[config.mk]
export PLATFORM = sky130hd
export DESIGN_NAME = gba_dump_scheduler
export DESIGN_NICKNAME = d
export VERILOG_FILES = /design/src/rtl/gba_dump_scheduler.sv
export SDC_FILE = /design/constraint.sdc
export NUM_CORES = 1
export LEC_CHECK = 0
export ABC_AREA = 1
export BUFFER_PORTS_ARGS = -buffer_cell sky130_fd_sc_hd__buf_2
export CORE_MARGIN = 5
export CORE_UTILIZATION = 60
export DETAILED_ROUTE_END_ITERATION = 10
export GPL_TIMING_DRIVEN = 0
export PLACE_DENSITY_LB_ADDON = 0.1
export SETUP_SLACK_MARGIN = 0.02
export SLEW_MARGIN = 40
export SYNTH_ARGS = -nofsm -noshare
export SYNTH_HDL_FRONTEND = slang
export SYNTH_SLANG_ARGS = --single-unit
[constraint.sdc]
create_clock -name pin_clk -period 6.15 [get_ports pin_clk]
set_clock_uncertainty 0.05 [all_clocks]
set_input_delay 1.23 -clock pin_clk [delete_from_list [all_inputs] [get_ports pin_clk]]
set_output_delay 1.23 -clock pin_clk [all_outputs]
set_load 0.01 [all_outputs]
[src/rtl/gba_dump_scheduler.sv]
// Host command front end for the cartridge reader: parses framed UART commands, validates the
// dump window, sequences one pak dump and arbitrates the single UART transmitter.
module gba_dump_scheduler #(
   parameter int unsigned TIMEOUT_CYCLES = 270000,
   parameter int unsigned MAX_LENGTH     = 16777216
) (
   input  logic        pin_clk,
   input  logic        pin_rst,
   input  logic [7:0]  rx_data,
   input  logic        rx_valid,
   output logic [7:0]  tx_data,
   output logic        tx_send,
   input  logic        tx_ready,
   output logic [23:0] pak_readOffset,
   output logic [24:0] pak_readLength,
   output logic        pak_startDump,
   input  logic        pak_dumpCompleted,
   input  logic [7:0]  pak_txData,
   input  logic        pak_txSend,
   output logic        pak_txReady,
   output logic        busy
);

   localparam int unsigned CntW = ($clog2(TIMEOUT_CYCLES + 1) > 18) ?
                                  $clog2(TIMEOUT_CYCLES + 1) : 18;
   localparam logic [CntW-1:0] TimeoutVal = CntW'(TIMEOUT_CYCLES);
   localparam logic [31:0]     MaxLen     = 32'(MAX_LENGTH);
   localparam logic [7:0]      ByteAck    = 8'h06;
   localparam logic [7:0]      ByteNak    = 8'h15;
   localparam logic [7:0]      ByteEot    = 8'h04;

   typedef enum logic [2:0] {
      StIdle, StRecv, StCheck, StResp, StWaitTx, StStart, StDump, StEot
   } state_e;

   // What the byte in flight was; status values can alias ACK/EOT codes, so track it apart.
   typedef enum logic [1:0] {KindAck, KindNak, KindStat, KindEot} kind_e;

   state_e          state_q, state_d;
   kind_e           kind_q, kind_d;
   logic [7:0]      resp_q, resp_d;
   logic [55:0]     frame_q, frame_d;
   logic [2:0]      idx_q, idx_d;
   logic [CntW-1:0] cnt_q, cnt_d;
   logic            flag_n_q, flag_n_d;
   logic            flag_d_q, flag_d_d;
   logic            flag_t_q, flag_t_d;
   logic            seen_low_q, seen_low_d;
   logic [23:0]     off_q, off_d;
   logic [24:0]     len_q, len_d;
   logic            busy_q, busy_d;
   logic            start_q, start_d;

   logic [23:0] frame_off;
   logic [31:0] frame_len;
   logic [25:0] frame_sum;
   logic        frame_bad;
   logic        in_dump;

   assign frame_off = frame_q[55:32];
   assign frame_len = frame_q[31:0];
   assign frame_sum = {2'b00, frame_off} + {1'b0, frame_len[24:0]};
   assign frame_bad = (frame_len == 32'd0) || (frame_len > MaxLen) || (|frame_len[31:25]) ||
                      (frame_sum > 26'h100_0000);

   always_comb begin
      state_d    = state_q;
      kind_d     = kind_q;
      resp_d     = resp_q;
      frame_d    = frame_q;
      idx_d      = idx_q;
      cnt_d      = cnt_q;
      flag_n_d   = flag_n_q;
      flag_d_d   = flag_d_q;
      flag_t_d   = flag_t_q;
      seen_low_d = seen_low_q;
      off_d      = off_q;
      len_d      = len_q;
      case (state_q)
         StIdle: begin
            idx_d = 3'd0;
            cnt_d = '0;
            if (rx_valid) begin
               case (rx_data)
                  8'h52: state_d = StRecv;
                  8'h68: begin
                     frame_d = {24'd0, 32'd96};
                     state_d = StCheck;
                  end
                  8'h3F: begin
                     resp_d  = {5'b00000, flag_t_q, flag_d_q, flag_n_q};
                     kind_d  = KindStat;
                     state_d = StResp;
                  end
                  default: ;
               endcase
            end
         end
         StRecv: begin
            if (rx_valid) begin
               frame_d = {frame_q[47:0], rx_data};
               cnt_d   = '0;
               idx_d   = idx_q + 3'd1;
               if (idx_q == 3'd6) begin
                  idx_d   = 3'd0;
                  state_d = StCheck;
               end
            end else if (cnt_q == TimeoutVal) begin
               flag_t_d = 1'b1;
               state_d  = StIdle;
            end else begin
               cnt_d = cnt_q + CntW'(1);
            end
         end
         StCheck: begin
            off_d   = frame_off;
            len_d   = frame_len[24:0];
            resp_d  = frame_bad ? ByteNak : ByteAck;
            kind_d  = frame_bad ? KindNak : KindAck;
            state_d = StResp;
         end
         StResp, StEot: begin
            seen_low_d = 1'b0;
            if (tx_ready) state_d = StWaitTx;
         end
         StWaitTx: begin
            // The byte is only gone once the transmitter has gone busy and come back idle.
            if (!tx_ready) begin
               seen_low_d = 1'b1;
            end else if (seen_low_q) begin
               seen_low_d = 1'b0;
               case (kind_q)
                  KindAck: state_d = StStart;
                  KindNak: begin
                     flag_n_d = 1'b1;
                     state_d  = StIdle;
                  end
                  KindStat: begin
                     flag_n_d = 1'b0;
                     flag_d_d = 1'b0;
                     flag_t_d = 1'b0;
                     state_d  = StIdle;
                  end
                  default: state_d = StIdle;
               endcase
            end
         end
         StStart: state_d = StDump;
         StDump: begin
            if (pak_dumpCompleted) begin
               resp_d  = ByteEot;
               kind_d  = KindEot;
               state_d = StEot;
            end
         end
         default: state_d = StIdle;
      endcase
      if (rx_valid && busy_q) flag_d_d = 1'b1;
      busy_d  = !(state_d inside {StIdle, StRecv});
      start_d = (state_d == StStart);
   end

   always_ff @(posedge pin_clk or posedge pin_rst) begin
      if (pin_rst) begin
         state_q    <= StIdle;
         kind_q     <= KindAck;
         resp_q     <= 8'h00;
         frame_q    <= '0;
         idx_q      <= 3'd0;
         cnt_q      <= '0;
         flag_n_q   <= 1'b0;
         flag_d_q   <= 1'b0;
         flag_t_q   <= 1'b0;
         seen_low_q <= 1'b0;
         off_q      <= '0;
         len_q      <= '0;
         busy_q     <= 1'b0;
         start_q    <= 1'b0;
      end else begin
         state_q    <= state_d;
         kind_q     <= kind_d;
         resp_q     <= resp_d;
         frame_q    <= frame_d;
         idx_q      <= idx_d;
         cnt_q      <= cnt_d;
         flag_n_q   <= flag_n_d;
         flag_d_q   <= flag_d_d;
         flag_t_q   <= flag_t_d;
         seen_low_q <= seen_low_d;
         off_q      <= off_d;
         len_q      <= len_d;
         busy_q     <= busy_d;
         start_q    <= start_d;
      end
   end

   // The reader owns the transmitter only while dumping; elsewhere its strobe is ignored.
   assign in_dump        = (state_q == StDump);
   assign tx_data        = in_dump ? pak_txData : resp_q;
   assign tx_send        = in_dump ? pak_txSend :
                           (((state_q == StResp) || (state_q == StEot)) && tx_ready);
   assign pak_txReady    = in_dump && tx_ready;
   assign pak_readOffset = off_q;
   assign pak_readLength = len_q;
   assign pak_startDump  = start_q;
   assign busy           = busy_q;

endmodule

==> metrics <==
Resized Gates After CTS=0; startpoint types=flop; GRT Util Overall=between 20% and 30%; synthesized area per cell=approximately 7.4 um2; GP Congestion=between 0.9 and 1; final setup fails=0; share of layout cells above drive strength 1=about 11%; via count=roughly 7600; most common cell after layout, fill and taps aside=nand2_1; setup TNS=0 ps; Num CTS Buffers=17; Die Y=about 130 um; min-delay src=pak_readOffset[18]; Final Hold Fails=0; hold endpoint=pak_readOffset[18]; Worst-path clk slew=about 70 ps; total of warnings raised by yosys=0; DRC=0; DPL Wire Length=about 16000 um; Final WS setup=between 2000 and 3000 ps; fmax=297 MHz; clk root buf=clkbuf_16; ant diodes=0; Via-to-Cell Ratio=between 5 and 6; r2r startpoint=frame_q[32]; IO buf count=slightly above 80; Leakage Power=~5 nW; cts hold-fix bufs=0; met3 routed WL=~1300 um; Initial Util=60.7%; CTS sink cnt=142; CTS H-tree lvls=4; largest net degree at the start of global routing=81; Post-Synthesis Cells=about 1100; DR pass1 iterations=5; Worst Setup End Kind=output pin; first-pass GRT wire length=36400 um; RSZ-0062 raised after global routing=no; IO Pins=83; Routed Antenna Nets=0; CP arrival=2090 ps; TritonCTS clock tree=done; per-cell routed wire length=about 16 um; core outline area=0.0132 mm2; cell area after synthesis=around 0.008 mm2; Final min period=3370 ps; initial antenna violation count=0; PwrDens=approximately 560 mW/mm2; area grow syn2layout=16.6%; number of global-route vias before repair=about 7300; Syn Nets=between 1000 and 1500; top cells by area, synth=dfrtp_1 44%, nand2_1 13%, inv_1 9.3%, o21ai_0 7.6%, nand3_1 5.4%; M1 wire length=between 9000 and 10000 um; Register-to-Register Path Depth=19; crit-path max FO=10; sequential cell area fraction in the yosys report=44.3%; Worst Hold Depth=2; Max clock buf depth=2; status=finished clean; R2R setup slack=about 3200 ps; initial DRC count=~560; fin nets=between 1000 and 1500; most frequent cells in the layout=268 x nand2_1, 197 x inv_1, 142 x dfrtp_1; Req. time, crit path=between 4000 and 5000 ps; Skew-Pair Late Insertion Delay=between 400 and 500 ps; Post-CTS Setup Bufs=0; #FFs+latches synth=approximately 140; Peak VDD IR=between 200 and 300 uV; chip width=between 100 and 150 um; Highest Signal Layer=met4; top cell type by total area after synthesis=dfrtp_1; Post-Place Setup Slack=2870 ps; Tightest Hold Check Type=flop to flop; worst reg2reg path endpoint=resp_q[4]; Die ar.=0.0158 mm2; Worst-Margin Slew=between 600 and 700 ps; Overflow after GRT=0; row count=between 40 and 50; relative slew slack=roughly three fifths; Synth cell types=42; Slew Viols, Final=0; WS Path Type=flop to output pin; hold slack=around 430 ps; top-area cell type share of the netlist area=between 40% and 50%; Tcrit/Tclk final=between 50% and 60%; final WL=21600 um; max_cap viols=0; wire length on met2=10400 um
==> worst max path at each step <==
stage | start | end | slack [ps] | cells past startpoint
5_1_grt | state_q[1] | pak_txReady | 2600 | 7
2_1_floorplan | pin_rst | busy | 1060 | 1
3_3_place_gp | pin_rst | pak_readOffset[11] | -480 | 2
3_5_place_dp | rx_valid | frame_q[54] | 2870 | 7
6_report | state_q[1] | tx_data[4] | 2780 | 8
4_1_cts | state_q[1] | tx_data[4] | 2790 | 8
==> layout make-up <==
class	count	area, um2
inverter	203	772
tap	176	220
timing repair buffer	83	460
fill	1128	3850
multi-input combinational	714	3550
clock inverter	15	215
sequential	142	3550
buffer	30	140
clock buffer	17	425
==> registers in the layout, indices dropped and copies added, names as in the netlist <==
| register | flops |
|---|---|
| frame_q | 56 |
| flag_n_q | 1 |
| cnt_q | 19 |
| pak_readOffset | 24 |
| pak_startDump | 1 |
| flag_d_q | 1 |
| idx_q | 3 |
| busy | 1 |
| kind_q | 2 |
| seen_low_q | 1 |
| resp_q | 4 |
| state_q | 3 |
| pak_readLength | 25 |
| flag_t_q | 1 |
==> metrics by stage <==
step	std cells	power, W	util [%]	instance area (um2)
after detailed placement	1348	0.00404	66.0	8700
after global routing	1380	0.00564	70.8	9340
after CTS	1380	0.00519	70.8	9340
after global placement	1346	0.00399	65.5	8640
after floorplan	1089	0.00325	-	8010
final	1380	0.00519	70.8	9340
==> worst max-delay path, cell delays in order (launching register included) <==
cell     delay, ps
dfrtp_1        420
inv_1          110
nor2_1         180
inv_1          130
nor2_2         340
inv_1          210
nand2_1        100
nand2_1         40
buf_2          130
==> logic make-up after synthesis <==
kind of cell	Yosys count	synth area share (%)
AO/OA/AOI/OAI	182	12.0
XOR/XNOR	6	0.656
adder cells (fa/ha/maj)	29	4.62
buffers and inverters	233	11.3
flip-flops	142	44.3
AND/OR/NAND/NOR	497	27.0
==> routing by layer <==
| layer | global-route usage, % | vias to the layer above |
|---|---|---|
| met5 | 0 | - |
| met3 | 5.29 | 53 |
| li1 | - | 3698 |
| met2 | 46.8 | 266 |
| met4 | 11.9 | 0 |
| met1 | 37.3 | 3536 |
==> cells in the mapped netlist <==
cell           instances
nor2_1                72
nand2_1              268
a21oi_1               40
nor3_1                25
o21ai_0              122
nor2_4                 1
nand3_2                1
o21bai_1               1
nand3b_1               6
o31ai_1                5
o311ai_0               1
clkinv_1               1
inv_4                  1
nor2_8                 1
inv_2                  3
xnor2_1                2
and3_1                 2
nand2_4                1
a31oi_1                3
xor2_1                 4
o21a_1                 2
ha_1                  28
dlygate4sd1_1          1
nand3_1               87
nand4_2                1
and2_1                 1
a311oi_1               1
nor3_2                 2
buf_4                  1
buf_8                  1
nor4_1                11
a22oi_1                3
o211a_1                2
buf_2                  6
clkbuf_1              18
inv_1                198
nand4_1               15
dfrtp_1              142
fa_1                   1
buf_1                  3
a211oi_1               2
nor2_2                 3
==> power by group <==
part	total, W	switching [W]	leakage (nW)	internal (W)
Clock	0.00113	0.000465	0.316	0.000662
Combinational	0.00244	0.00160	2.77	0.000843
Sequential	0.00162	0.000323	1.82	0.00130
Total	0.00519	0.00239	4.91	0.00280
(Power assumes the default switching activity.)
